===== src/rtl/pattern_seq_if.sv =====
// Display-controller side of the pattern sequencer: frame/en/step requests in,
// stitch start masks and status out.
interface pattern_seq_if;
  logic        frame;
  logic        en;
  logic        step;
  logic [0:39] v_start;
  logic [0:29] h_start;
  logic        busy;
  logic        updated;

  modport master (
    output frame, en, step,
    input  v_start, h_start, busy, updated
  );

  modport slave (
    input  frame, en, step,
    output v_start, h_start, busy, updated
  );
endinterface


===== src/rtl/pattern_seq.sv =====
// Stitch pattern sequencer: fills a 70-bit shadow from a Galois LFSR, then
// publishes it on the next frame pulse so the visible pattern never tears.
module pattern_seq #(
  parameter int unsigned FRAMES = 60,
  parameter logic [15:0] SEED   = 16'hACE1
) (
  input  logic          clk,
  input  logic          rst_n,
  pattern_seq_if.slave  bus
);

  localparam logic [7:0]  LAST_FRAME = 8'(FRAMES - 1);
  localparam logic [6:0]  LAST_IDX   = 7'd69;
  localparam logic [15:0] TAPS       = 16'hB400;
  localparam logic [0:39] V_RESET    = 40'h614D3AD5ED;
  localparam logic [0:29] H_RESET    = 30'h2E90D0EA;

  typedef enum logic [1:0] {
    IDLE,
    GEN,
    READY
  } state_t;

  state_t      state;
  state_t      state_next;
  logic [7:0]  frame_cnt;
  logic [7:0]  frame_cnt_next;
  logic [6:0]  idx;
  logic [6:0]  idx_next;
  logic        gen_en;
  logic        load_out;
  logic [15:0] lfsr;
  logic [0:39] v_shadow;
  logic [0:29] h_shadow;
  logic [0:39] v_start_q;
  logic [0:29] h_start_q;
  logic        busy_q;
  logic        updated_q;

  always_ff @(posedge clk or negedge rst_n) begin
    if (!rst_n) begin
      state     <= IDLE;
      frame_cnt <= 8'd0;
      idx       <= 7'd0;
    end else begin
      state     <= state_next;
      frame_cnt <= frame_cnt_next;
      idx       <= idx_next;
    end
  end

  // A manual step and an auto trigger landing together still yield one pass,
  // since both simply select GEN; the counter wraps only on the auto path.
  always_comb begin
    state_next     = state;
    frame_cnt_next = frame_cnt;
    idx_next       = idx;
    gen_en         = 1'b0;
    load_out       = 1'b0;
    case (state)
      IDLE: begin
        idx_next = 7'd0;
        if (bus.frame && bus.en) begin
          if (frame_cnt == LAST_FRAME) begin
            frame_cnt_next = 8'd0;
            state_next     = GEN;
          end else begin
            frame_cnt_next = frame_cnt + 8'd1;
          end
        end
        if (bus.step) begin
          state_next = GEN;
        end
      end
      GEN: begin
        gen_en = 1'b1;
        if (idx == LAST_IDX) begin
          idx_next   = 7'd0;
          state_next = READY;
        end else begin
          idx_next = idx + 7'd1;
        end
      end
      READY: begin
        if (bus.frame) begin
          load_out   = 1'b1;
          state_next = IDLE;
        end
      end
      default: begin
        state_next = IDLE;
      end
    endcase
  end

  always_ff @(posedge clk or negedge rst_n) begin
    if (!rst_n) begin
      lfsr      <= SEED;
      v_shadow  <= '0;
      h_shadow  <= '0;
      v_start_q <= V_RESET;
      h_start_q <= H_RESET;
      busy_q    <= 1'b0;
      updated_q <= 1'b0;
    end else begin
      busy_q    <= (state_next != IDLE);
      updated_q <= load_out;
      if (gen_en) begin
        lfsr <= {1'b0, lfsr[15:1]} ^ (lfsr[0] ? TAPS : 16'h0000);
        for (int k = 0; k < 40; k++) begin
          if (idx == 7'(k)) begin
            v_shadow[k] <= lfsr[0];
          end
        end
        for (int k = 0; k < 30; k++) begin
          if (idx == 7'(k + 40)) begin
            h_shadow[k] <= lfsr[0];
          end
        end
      end
      if (load_out) begin
        v_start_q <= v_shadow;
        h_start_q <= h_shadow;
      end
    end
  end

  assign bus.v_start = v_start_q;
  assign bus.h_start = h_start_q;
  assign bus.busy    = busy_q;
  assign bus.updated = updated_q;

endmodule


===== src/flat_wrapper.sv =====
// flat-port wrapper written by rule: the top's interface ports become plain ports
module pattern_seq_flat 
#(
  parameter int unsigned FRAMES = 60,
  parameter logic [15:0] SEED   = 16'hACE1
)
  (clk, rst_n, bus_frame, bus_en, bus_step, bus_v_start, bus_h_start, bus_busy, bus_updated);
  pattern_seq_if bus_i ();
  input  logic clk;
  input  logic rst_n;
  input wire logic [$bits(bus_i.frame)-1:0] bus_frame;
  input wire logic [$bits(bus_i.en)-1:0] bus_en;
  input wire logic [$bits(bus_i.step)-1:0] bus_step;
  output wire logic [$bits(bus_i.v_start)-1:0] bus_v_start;
  output wire logic [$bits(bus_i.h_start)-1:0] bus_h_start;
  output wire logic [$bits(bus_i.busy)-1:0] bus_busy;
  output wire logic [$bits(bus_i.updated)-1:0] bus_updated;
  assign bus_i.frame = bus_frame;
  assign bus_i.en = bus_en;
  assign bus_i.step = bus_step;
  assign bus_v_start = bus_i.v_start;
  assign bus_h_start = bus_i.h_start;
  assign bus_busy = bus_i.busy;
  assign bus_updated = bus_i.updated;
  pattern_seq #(.FRAMES(FRAMES), .SEED(SEED)) u_core (.clk(clk), .rst_n(rst_n), .bus(bus_i));
endmodule

===== config.mk =====
export PLATFORM = sky130hd
export DESIGN_NAME = pattern_seq_flat
export DESIGN_NICKNAME = d
export VERILOG_FILES = /design/src/rtl/pattern_seq_if.sv /design/src/rtl/pattern_seq.sv /design/src/flat_wrapper.sv
export SDC_FILE = /design/constraint.sdc
export NUM_CORES = 1
export LEC_CHECK = 0
export CAP_MARGIN = 20
export CORE_ASPECT_RATIO = 0.5
export CORE_MARGIN = 2
export CORE_UTILIZATION = 45
export DETAILED_ROUTE_END_ITERATION = 10
export PLACE_DENSITY = 0.72
export SETUP_SLACK_MARGIN = 0.15
export SYNTH_ARGS = -nofsm -noshare
export SYNTH_HDL_FRONTEND = slang
export SYNTH_SLANG_ARGS = --single-unit

===== constraint.sdc =====
create_clock -name clk -period 2 [get_ports clk]
set_input_delay 0.4 -clock clk [delete_from_list [all_inputs] [get_ports clk]]
set_output_delay 0.4 -clock clk [all_outputs]
set_load 0.03 [all_outputs]

==> flow_metrics.tcl <==
set metrics [dict create \
    status "finished, final reports clean" \
    utilization 0.5602 \
    clockBufferDepth 2 \
    synth-edff-count 0 \
    ys.flop_type "dfrtp_1" \
    synth_area_sq_mm 0.007650 \
    ys_types 54 \
    die_w_um 188.4 \
    portBuffers 76 \
    p_sw_frac 0.2886 \
    post_cts.repair.setup_buffers 0 \
    vias 4868 \
    path_cells "clkdlybuf4s50_1" \
    layout_common_cells "131 x mux2_2, 130 x dfrtp_1, 70 x dlygate4sd2_1" \
    routed_wl_um 15210 \
    crit_end "bus_busy" \
    p_clk_frac 0.389 \
    period_minus_slack_ns 1.807 \
    crit-reg2reg-launch "u_core.idx[1]" \
    rsz0062_at_grt "true" \
    power_density_mw_per_mm2 896.1 \
    relSlewSlack 0.6854 \
    routed_via_density 5.332 \
    drv_slew 0 \
    share_comb_of_total_power 0.157 \
    irDropWorstVdd_uv 705.8 \
    ant_nets 0 \
    yosys_warnings 0 \
    reg2reg_to "u_core.v_shadow[3]" \
    syn-num-nets 608 \
    final_common_cell "mux2_2" \
    area_delta_synth_final_pct 20.94 \
    intPower_mw 5.898 \
    stdcell_count 913 \
    grt_max_degree 71 \
    placed_cell_area_sq_mm 0.008735 \
    worstSetupPathType "reg -> out" \
    ff2ff_path_depth 5 \
    rows 33 \
    grt_pass1_wl_um 24700 \
    core-area_sq_mm 0.01652 \
    cpMaxStageDelayCell "clkdlybuf4s50_1" \
    crit_path_end_kind "output pin" \
    reg2reg_setup_slack_ns 0.21 \
    final_nets 683 \
    wire_per_inst_um 16.66 \
    root_buffer "clkbuf_16" \
    slowest_delay_ns 0.67 \
    cp_max_fo 1 \
    sequentialPowerShare 0.454 \
    dp_cells 880 \
    fill_cells 1373 \
    first_iter_violations 300 \
    synthCells 598 \
    setup_tns_ns 0 \
    p_switching_mw 2.392 \
    cp.depth 1 \
    fmax_mhz 553.3 \
    place.gp.congestion 0.8041 \
    hp-class "in -> async" \
    initial_utilization 0.4632 \
    dp_hpwl_um 10050 \
    synth_async_sr_flop_share 1.000 \
    skew_ns 0.01135 \
    fin_crit_sh 0.9037 \
    die_area_sq_mm 0.01812 \
    drive_gt1_frac 0.3688 \
    die_h_um 96.20 \
    grt_pass1_vias 4771 \
    drv_cap 0 \
    cp-start-kind "register" \
    clkTransAtPathRegs_ns 0.07 \
    finalHoldViolCount 0 \
    crit_arrival_ns 1.41 \
    cts_tree "done" \
    globalRouteTotalUtil 0.1761 \
    startpoint "u_core.bus.busy" \
    required_ns 1.60 \
    cp_top_family "buffers and inverters" \
    p_leak_nw 4.631 \
    cts_sinks 175 \
    setup-violations-final 0 \
    stdcell_area_sq_mm 0.009251 \
    clk_latency_ns 0.43 \
    ioPinCount 77 \
    drt_pre_antenna_iters 5 \
    tightest_slew_ns 0.4707 \
    avgSynthCellArea_sq_um 12.79 \
    drc 0 \
    cts_buffers 17 \
    yosysSeqAreaShare 0.5797 \
    htree_levels 4 \
    critical_path_buf_inv_count 1 \
    diodes 0 \
    synth_seq_cells 175 \
    antenna_found_initial 0 \
    overflow 0 \
]
## how the worst min path moves through the flow
stage          cells after the start  slack [ns]                     end
2_1_floorplan                      0        0.10         u_core.bus.busy
3_3_place_gp                       1        0.33          u_core.lfsr[8]
3_5_place_dp                       1        0.34          u_core.lfsr[9]
4_1_cts                            2        0.45  u_core.bus.h_start[18]
5_1_grt                            2        0.48  u_core.bus.h_start[18]
6_report                           2        0.45  u_core.bus.h_start[18]
## final cells by class
type                            instances  area [sq um]  area share
Timing Repair Buffer                  105         972.2      0.1051
Multi-Input combinational cell        367          2962      0.3201
Sequential cell                       175          4436      0.4794
Inverter                                7         26.28    0.002840
Clock buffer                           18         439.2     0.04747
Tap cell                              227         284.0     0.03070
Clock inverter                         14         132.6     0.01434
## flip-flops by register name, indices dropped and copies added (netlist names)
register / count
u_core.state: 2
u_core.bus.h_start: 30
u_core.frame_cnt: 8
u_core.h_shadow: 30
u_core.lfsr: 16
u_core.idx: 7
u_core.v_shadow: 40
u_core.bus.busy: 1
u_core.bus.updated: 1
u_core.bus.v_start: 40
## cell usage after synthesis (2+ instances only)
cell / count / share of area
and3_1: 6 / 0.0049
and3b_1: 8 / 0.0092
buf_2: 23 / 0.015
buf_4: 5 / 0.0049
buf_6: 2 / 0.0029
clkbuf_1: 18 / 0.0088
dfrtp_1: 131 / 0.43
dfstp_2: 44 / 0.15
ha_1: 5 / 0.0082
inv_1: 7 / 0.0034
mux2_1: 9 / 0.013
mux2_2: 131 / 0.19
nand2_1: 57 / 0.028
nand2b_1: 3 / 0.0025
nand3_1: 46 / 0.030
nand3b_1: 9 / 0.0088
nand4_1: 13 / 0.011
nor2_1: 2 / 0.00098
nor2b_1: 2 / 0.0016
nor3_1: 22 / 0.014
nor3b_1: 3 / 0.0029
nor3b_2: 2 / 0.0033
nor4_1: 3 / 0.0025
o21ai_0: 12 / 0.0079
or3b_2: 2 / 0.0023
xnor2_1: 5 / 0.0057
## power by group through the flow
| stage | Combinational (mW) | Clock, mW | Sequential, mW |
|---|---|---|---|
| floorplan | 0.903 | 0 | 3.76 |
| global placement | 1.24 | 0 | 3.81 |
| detailed placement | 1.27 | 0 | 3.82 |
| CTS | 1.27 | 3.30 | 3.75 |
| global route | 1.42 | 3.45 | 3.77 |
| finish | 1.30 | 3.23 | 3.76 |
## metrics by stage
step / worst slack [ns] / power [mW] / hold slack [ns]
floorplan: 0.3406 / 4.667 / 0.1044
global placement: 0.1527 / 5.050 / 0.3298
detailed placement: 0.1270 / 5.083 / 0.3417
CTS: 0.1533 / 8.326 / 0.4543
global route: 0.1404 / 8.651 / 0.4789
finish: 0.1925 / 8.290 / 0.4471
## cell families (layout without fill, tap and decap cells)
| logic type | after synthesis | count (layout) | share of synthesized area |
|---|---|---|---|
| DFF | 175 | 175 | 0.5797 |
| xor gates and xnor gates | 5 | 5 | 0.005724 |
| AOI/OAI and AO/OA | 27 | 27 | 0.02355 |
| adders and majority gates | 5 | 5 | 0.008178 |
| buffers and inverters | 56 | 144 | 0.03566 |
| and+or+nand+nor | 190 | 190 | 0.1412 |
| muxes | 140 | 140 | 0.2061 |
## routing by layer
layer / GRT usage / vias to the layer above / wire length, um / share of wire
met4: 0.06250 / 0 / 166 / 0.011
li1: - / 2276 / - / -
met5: 0 / - / 0 / 0
met2: 0.2921 / 107 / 7208 / 0.47
met1: 0.2352 / 2470 / 7244 / 0.48
met3: 0.03390 / 15 / 588 / 0.039
## what timing repair did
| item | in CTS | in global routing |
|---|---|---|
| hold endpoints to repair | 24 | 0 |
| resized for setup | 70 | 7 |
| endpoints found under the setup margin | 70 | 23 |
| hold buffers | 1 | 0 |
(Power assumes the default switching activity.)
